<file path="config.mk">
export PLATFORM = sky130hd
export DESIGN_NAME = mips_instruction_cache
export DESIGN_NICKNAME = d
export VERILOG_FILES = /design/src/rtl/mips_cache_pkg.sv /design/src/rtl/mips_icache_refill_fsm.sv /design/src/rtl/mips_instruction_cache.sv
export SDC_FILE = /design/constraint.sdc
export NUM_CORES = 2
export LEC_CHECK = 0
export CORE_MARGIN = 5
export CORE_UTILIZATION = 60
export CTS_CLUSTER_SIZE = 8
export DETAILED_ROUTE_END_ITERATION = 6
export PLACE_DENSITY = 0.83
export SLEW_MARGIN = 20
export SYNTH_ARGS = -nofsm -noshare
export SYNTH_HDL_FRONTEND = slang
export SYNTH_SLANG_ARGS = --single-unit
</file>
<file path="constraint.sdc">
create_clock -name ClockPulse -period 9.4 [get_ports ClockPulse]
set_input_delay 1.88 -clock ClockPulse [delete_from_list [all_inputs] [get_ports ClockPulse]]
set_output_delay 1.88 -clock ClockPulse [all_outputs]
set_load 0.01 [all_outputs]
</file>
<file path="src/rtl/mips_cache_pkg.sv">
// Shared definitions for the MIPS direct-mapped instruction cache:
// refill FSM state encoding, word size and the address-field width helpers
// derived from the cache geometry.
package mips_cache_pkg;

  typedef enum logic [0:0] {
    LOOKUP = 1'b0,
    REFILL = 1'b1
  } icache_state_t;

  // Bytes per instruction word and the byte-offset bits that go with it.
  localparam int WORD_BYTES = 4;
  localparam int BYTE_OFF_W = 2;

  // Bits that select a word inside a line.
  function automatic int offset_width(input int words_per_line);
    return $clog2(words_per_line);
  endfunction

  // Bits that select a line.
  function automatic int index_width(input int lines);
    return $clog2(lines);
  endfunction

  // Whatever is left of a 32-bit address above offset and index.
  function automatic int tag_width(input int lines, input int words_per_line);
    return 32 - BYTE_OFF_W - offset_width(words_per_line) - index_width(lines);
  endfunction

endpackage

</file>
<file path="src/rtl/mips_icache_refill_fsm.sv">
// Refill sequencer for the instruction cache. Owns the LOOKUP/REFILL state,
// the beat counter, the latched line base and the memory request/address
// registers. A miss seen in LOOKUP latches the line base; each accepted beat
// advances the word address until the last beat returns to LOOKUP.
module mips_icache_refill_fsm
  import mips_cache_pkg::*;
#(
  parameter int WORDS_PER_LINE = 4
) (
  input  logic        clk,
  input  logic        rst,
  input  logic        lookup_miss,
  input  logic [31:0] line_base,
  input  logic        mem_ready,
  output logic        in_lookup,
  output logic        fill_last,
  output logic        mem_request,
  output logic [31:0] mem_address
);

  localparam int OFF_W = offset_width(WORDS_PER_LINE);
  localparam logic [OFF_W-1:0] LAST_BEAT = OFF_W'(WORDS_PER_LINE - 1);

  icache_state_t    state_r, state_n_s;
  logic [OFF_W-1:0] beat_r, beat_n_s;
  logic [31:0]      base_r, base_n_s;
  logic [31:0]      addr_r, addr_n_s;
  logic             req_r, req_n_s;

  // State register plus the registered memory-side outputs.
  always_ff @(posedge clk or posedge rst) begin
    if (rst) begin
      state_r <= LOOKUP;
      beat_r  <= {OFF_W{1'b0}};
      base_r  <= 32'h0000_0000;
      addr_r  <= 32'h0000_0000;
      req_r   <= 1'b0;
    end else begin
      state_r <= state_n_s;
      beat_r  <= beat_n_s;
      base_r  <= base_n_s;
      addr_r  <= addr_n_s;
      req_r   <= req_n_s;
    end
  end

  // Next-state decode: start a refill on a miss, step beats on MemReady.
  always_comb begin
    state_n_s = state_r;
    beat_n_s  = beat_r;
    base_n_s  = base_r;
    req_n_s   = req_r;
    fill_last = 1'b0;
    case (state_r)
      LOOKUP: begin
        if (lookup_miss) begin
          state_n_s = REFILL;
          beat_n_s  = {OFF_W{1'b0}};
          base_n_s  = line_base;
          req_n_s   = 1'b1;
        end else begin
          req_n_s   = 1'b0;
        end
      end
      REFILL: begin
        if (mem_ready) begin
          if (beat_r == LAST_BEAT) begin
            state_n_s = LOOKUP;
            beat_n_s  = {OFF_W{1'b0}};
            req_n_s   = 1'b0;
            fill_last = 1'b1;
          end else begin
            beat_n_s  = beat_r + {{(OFF_W-1){1'b0}}, 1'b1};
          end
        end else begin
          beat_n_s = beat_r;
        end
      end
      default: begin
        state_n_s = LOOKUP;
        beat_n_s  = {OFF_W{1'b0}};
        req_n_s   = 1'b0;
      end
    endcase
  end

  // Word address of the next beat; parked at zero while idle.
  always_comb begin
    if (req_n_s) begin
      addr_n_s = base_n_s | 32'({beat_n_s, 2'b00});
    end else begin
      addr_n_s = 32'h0000_0000;
    end
  end

  assign in_lookup   = (state_r == LOOKUP);
  assign mem_request = req_r;
  assign mem_address = addr_r;

endmodule

</file>
<file path="src/rtl/mips_instruction_cache.sv">
// Direct-mapped MIPS instruction cache. Holds valid/tag/data arrays in
// registers and performs a combinational tag compare against the current PC.
// Misses are refilled a full line at a time by mips_icache_refill_fsm.
// Optional feature macro: ICACHE_STATS_EN adds HitCount/MissCount outputs.
module mips_instruction_cache
  import mips_cache_pkg::*;
#(
  parameter int LINES          = 16,
  parameter int WORDS_PER_LINE = 4
) (
  input  logic        ClockPulse,
  input  logic        Reset,
  input  logic [31:0] InstructionAddress,
  output logic [31:0] Instruction,
  output logic        hit,
  output logic        MemRequest,
  output logic [31:0] MemAddress,
  input  logic [31:0] MemData,
  input  logic        MemReady
`ifdef ICACHE_STATS_EN
  ,
  output logic [31:0] HitCount,
  output logic [31:0] MissCount
`endif
);

  localparam int OFF_W  = offset_width(WORDS_PER_LINE);
  localparam int IDX_W  = index_width(LINES);
  localparam int TAG_W  = tag_width(LINES, WORDS_PER_LINE);
  localparam int IDX_LO = BYTE_OFF_W + OFF_W;
  localparam int TAG_LO = IDX_LO + IDX_W;

  logic [LINES-1:0] valid_r;
  logic [TAG_W-1:0] tag_r  [LINES];
  logic [31:0]      data_r [LINES][WORDS_PER_LINE];

  logic [OFF_W-1:0] req_off_s;
  logic [IDX_W-1:0] req_idx_s;
  logic [TAG_W-1:0] req_tag_s;
  logic [31:0]      line_base_s;
  logic             tag_match_s;
  logic             in_lookup_s;
  logic             fill_last_s;
  logic             fill_we_s;
  logic [OFF_W-1:0] fill_off_s;
  logic [IDX_W-1:0] fill_idx_s;
  logic [TAG_W-1:0] fill_tag_s;
  logic             unused_bits_s;

  assign req_off_s   = InstructionAddress[IDX_LO-1:BYTE_OFF_W];
  assign req_idx_s   = InstructionAddress[TAG_LO-1:IDX_LO];
  assign req_tag_s   = InstructionAddress[31:TAG_LO];
  assign line_base_s = {InstructionAddress[31:IDX_LO], {IDX_LO{1'b0}}};

  // The beat address already carries the latched index, tag and word slot.
  assign fill_off_s  = MemAddress[IDX_LO-1:BYTE_OFF_W];
  assign fill_idx_s  = MemAddress[TAG_LO-1:IDX_LO];
  assign fill_tag_s  = MemAddress[31:TAG_LO];
  assign fill_we_s   = MemRequest & MemReady;

  assign unused_bits_s = ^{InstructionAddress[1:0], MemAddress[1:0]};

  mips_icache_refill_fsm #(
    .WORDS_PER_LINE(WORDS_PER_LINE)
  ) u_refill_fsm (
    .clk         (ClockPulse),
    .rst         (Reset),
    .lookup_miss (~tag_match_s),
    .line_base   (line_base_s),
    .mem_ready   (MemReady),
    .in_lookup   (in_lookup_s),
    .fill_last   (fill_last_s),
    .mem_request (MemRequest),
    .mem_address (MemAddress)
  );

  // Tag compare and word select; no forwarding while a refill is running.
  always_comb begin
    tag_match_s = 1'b0;
    hit         = 1'b0;
    Instruction = 32'h0000_0000;
    if (valid_r[req_idx_s] && (tag_r[req_idx_s] == req_tag_s)) begin
      tag_match_s = 1'b1;
    end else begin
      tag_match_s = 1'b0;
    end
    if (tag_match_s && in_lookup_s) begin
      hit         = 1'b1;
      Instruction = data_r[req_idx_s][req_off_s];
    end else begin
      hit         = 1'b0;
      Instruction = 32'h0000_0000;
    end
  end

  // Valid bits: cleared by reset, set when the last beat of a line lands.
  always_ff @(posedge ClockPulse or posedge Reset) begin
    if (Reset) begin
      valid_r <= {LINES{1'b0}};
    end else if (fill_last_s) begin
      valid_r[fill_idx_s] <= 1'b1;
    end
  end

  // Data and tag storage; contents are meaningless until valid is set.
  always_ff @(posedge ClockPulse) begin
    if (fill_we_s) begin
      data_r[fill_idx_s][fill_off_s] <= MemData;
    end
    if (fill_last_s) begin
      tag_r[fill_idx_s] <= fill_tag_s;
    end
  end

`ifdef ICACHE_STATS_EN
  logic [31:0] hit_count_r;
  logic [31:0] miss_count_r;

  // Free-running hit/miss statistics, wrapping at 2^32.
  always_ff @(posedge ClockPulse or posedge Reset) begin
    if (Reset) begin
      hit_count_r  <= 32'd0;
      miss_count_r <= 32'd0;
    end else begin
      if (hit) begin
        hit_count_r <= hit_count_r + 32'd1;
      end
      if (in_lookup_s && !tag_match_s) begin
        miss_count_r <= miss_count_r + 32'd1;
      end
    end
  end

  assign HitCount  = hit_count_r;
  assign MissCount = miss_count_r;
`endif

endmodule

</file>
==> flow_metrics.env <==
export IMPL_run_status="finished, final reports clean"
export IMPL_drive_gt1_share_pct=32.5
export IMPL_portBuffers=130
export IMPL_path_clk_slew_ns=0.05
export IMPL_core_area_um2=160000
export IMPL_synth_warning_count=0
export IMPL_setup_tns_ns=0
export IMPL_r2r_start="tag_r[8][12]"
export IMPL_crit_top_cell="buf_4"
export IMPL_wl_um=283000
export IMPL_cp_slowest_cell="clkdlybuf4s50_1"
export IMPL_max_freq_mhz=119
export IMPL_p_sw_share_pct=22.7
export IMPL_synth_xor_area_share_pct=0.345
export IMPL_drc_errors=0
export IMPL_clk_latency_ns=0.98
export IMPL_final_nets=4391
export IMPL_hp_start="valid_r[13]"
export IMPL_rr_endpoint="u_refill_fsm.base_r[21]"
export IMPL_holdBufCountCts=0
export IMPL_synth_top_family_by_area="multiplexers"
export IMPL_synth_ff_type="edfxtp_1"
export IMPL_netlist_area_um2=96300
export IMPL_grt_use_total_pct=34.0
export IMPL_synthSimpleGateAreaFrac_pct=1.14
export IMPL_critical_path_top_delay_family="buffers and inverters"
export IMPL_cts_sinks=2516
export IMPL_combinationalPowerShare_pct=6.8
export IMPL_cts_resized=0
export IMPL_reg2regPathDepth=9
export IMPL_crit_required_ns=7.52
export IMPL_slew_viol_final=0
export IMPL_dieArea_um2=169000
export IMPL_crit_fanout=84
export IMPL_avgRoutedWirePerCell_um=43.6
export IMPL_setup_viol_count_final=0
export IMPL_fin_skew_ns=0.115
export IMPL_end_kind="output pin"
export IMPL_antenna_found_initial=20
export IMPL_die_h_um=411
export IMPL_core_rowCount=147
export IMPL_min_period_ns=8.37
export IMPL_area_growth_pct=14.7
export IMPL_ant_nets=0
export IMPL_pwr_share_seq_pct=49.2
export IMPL_cts_root_buf="clkbuf_16"
export IMPL_finalHoldViolCount=0
export IMPL_grt_pass1_wl_um=396000
export IMPL_path_class="input pin to output pin"
export IMPL_synth_edf_count=2432
export IMPL_cts_tree="built"
export IMPL_hold_path_cell_count=1
export IMPL_drt_pre_antenna_iters=6
export IMPL_avgSynthCellArea_um2=24.6
export IMPL_cpPeakStageDelay_ns=0.62
export IMPL_timing_hold_worst_class="flop to flop"
export IMPL_fin_area_um2=111000
export IMPL_synth_distinct_cells=58
export IMPL_max_slew_margin_pct=21.2
export IMPL_worstPathCellList="buf_8 > buf_4 > mux4_2 > o21ai_0 > o311ai_0 > a211o_1 > a2111oi_4 > nand4b_1 > buf_4 > nor2b_1 > clkdlybuf4s50_1"
export IMPL_rsz0062_at_grt="false"
export IMPL_ys_seq_elements=2516
export IMPL_synth_nets=3979
export IMPL_p_switching_mw=6.01
export IMPL_hold_path_endpoint="valid_r[13]"
export IMPL_crit_arrival_ns=6.49
export IMPL_fin_crit_sh_pct=89.1
export IMPL_synth_compound_area_share_pct=0.693
export IMPL_ir_worst_vdd_v=0.000209
export IMPL_power_density_nw_per_um2=240
export IMPL_async_flop_share_pct=3.34
export IMPL_critPathBufInv=4
export IMPL_die_w_um=411
export IMPL_syn_inst=3911
export IMPL_h_tree_depth=5
export IMPL_grt_pass1_vias=51272
export IMPL_hpwl_um=125000
export IMPL_cts_buffers=365
export IMPL_intPower_mw=20.5
export IMPL_synth_adder_area_share_pct=0.0130
export IMPL_gp_congestion=0.768
export IMPL_grt_overflow_total=0
export IMPL_dpl_cell_area_um2=101000
export IMPL_drt_iter0_markers=8935
export IMPL_clockBufferDepth=4
export IMPL_start_util_pct=60.2
export IMPL_worstMarginPinSlew_ns=1.18
export IMPL_routed_via_density=7.52
export IMPL_synthMuxAreaShare_pct=18.8
export IMPL_leakage_nw=35.0
export IMPL_post_cts_buffers=0
export IMPL_cp_start_kind="input pin"
export IMPL_ios=133
export IMPL_vias=48791
export IMPL_reg2reg_setup_slack_ns=5.57
export IMPL_max_cap_violations=0
export IMPL_grt_max_degree=134
export IMPL_ys_seq_area_share_pct=78.0
export IMPL_pwr_share_clk_pct=44.0
## placed cells by master (no fill, tap or decap), types with 4 or more instances in the layout
master / Yosys / routed
nand4_1: 6 / 6
buf_4: 4 / 110
buf_2: 74 / 20
diode_2: 0 / 9
a22o_1: 33 / 33
mux2_2: 6 / 6
nand2b_1: 5 / 5
nand2_1: 29 / 29
xor2_1: 20 / 20
clkbuf_1: 86 / 55
buf_12: 0 / 13
nor2b_1: 49 / 49
inv_6: 0 / 4
o21ai_0: 6 / 6
dfrtp_1: 84 / 84
nor2_4: 0 / 80
and2_1: 5 / 5
clkbuf_16: 0 / 371
inv_1: 5 / 4
mux2_4: 27 / 27
clkdlybuf4s50_1: 0 / 96
nor2_1: 88 / 8
xnor2_1: 18 / 18
mux2i_1: 59 / 59
nand3_1: 14 / 13
edfxtp_1: 2432 / 2432
mux4_2: 757 / 757
or2_2: 16 / 16
## flip-flops by register name, indices dropped and copies added (netlist names)
signal and cells:
data_r 2048, tag_r 384, u_refill_fsm.base_r 32, u_refill_fsm.mem_address 32
valid_r 16, u_refill_fsm.beat_r 2, u_refill_fsm.mem_request 1, u_refill_fsm.state_r 1
## metrics by stage
step           worst slack [ns]  hold WS, ns  cells  util, %  power (mW)
3_5_place_dp               1.18        0.463   6038     63.0        14.9
3_3_place_gp               1.31        0.445   6035     62.9        14.8
2_1_floorplan              2.58        0.434   3911        -        14.1
5_1_grt                   0.855        0.496   6482     69.1        27.1
6_report                   1.03        0.485   6489     69.1        26.5
4_1_cts                    1.09        0.482   6476     69.0        26.5
## synth_stat cells (all sizes together), types with 2 or more instances
library cell,number,area [um2]
mux4,757,17000
or2,17,106
mux2,33,473
xnor2,18,158
or4,2,18.8
a2111oi,3,51.3
nand2,29,109
and2,6,37.5
xor2,20,175
nand4b,2,17.5
a22o,33,289
o211ai,3,22.5
nand4,6,37.5
inv,5,18.8
mux2i,59,591
a21oi,4,20.0
a31oi,3,25.0
clkbuf,86,323
nand2b,5,31.3
nor3b,2,15.0
nor2b,49,307
nor2,88,330
buf,116,644
edfxtp,2432,73000
dfrtp,84,2100
o22ai,2,12.5
a211oi,3,27.5
a221oi,5,56.3
o31a,3,26.3
nand3,14,70.1
a22oi,3,22.5
o21ai,6,30.0
## worst max path at each step
stage / startpoint / endpoint / slack [ns] / depth (start not counted)
after floorplan: InstructionAddress[5] / Instruction[13] / 2.58 / 11
after global placement: InstructionAddress[4] / Instruction[28] / 1.31 / 11
after detailed placement: InstructionAddress[4] / Instruction[9] / 1.18 / 11
after CTS: InstructionAddress[4] / Instruction[3] / 1.09 / 11
after global routing: InstructionAddress[5] / Instruction[3] / 0.85 / 11
final: InstructionAddress[5] / Instruction[3] / 1.03 / 11
## routing by layer
layer	global-route usage [%]	share of wire [%]	up-vias
li1	-	-	17549
met1	42.6	30	25094
met2	54.5	49	4967
met3	8.86	13	1165
met4	20.0	7.0	16
met5	0	0.052	-
## logic make-up (layout without fill, tap and decap cells)
logic type,Yosys count,count (layout)
simple gates,223,223
xor+xnor,38,38
compound gates,77,77
fa+ha+maj,1,1
buf+inv,207,690
other cells,0,9
mux,849,849
flops,2516,2516
## area by class of cell
type                    count  area, um2
flip-flops and latches   2516      75100
fillers                  8570      49500
multi-input cells        1188      20900
clock buffers             426       9490
well taps                2086       2610
repair buffers            247       2300
clock inverters            12        128
diodes                      9       22.5
inverters                   5       20.0
## power groups by stage
stage / sequential, mW / clock, mW / combinational, mW
5_1_grt: 13.1 / 12.2 / 1.86
3_5_place_dp: 13.2 / 0 / 1.70
6_report: 13.0 / 11.6 / 1.80
3_3_place_gp: 13.2 / 0 / 1.62
4_1_cts: 13.0 / 11.7 / 1.77
2_1_floorplan: 13.1 / 0 / 0.970
## worst reg2reg max path: cells and delay by family, from the launching register on
| kind | cells | cell delay [ns] |
|---|---|---|
| compound gates | 4 | 2.01 |
| simple gates | 3 | 0.50 |
| buf+inv | 1 | 0.43 |
| mux | 1 | 0.40 |
| flops | 1 | 0.36 |
Power figures use the tool's default switching activity.
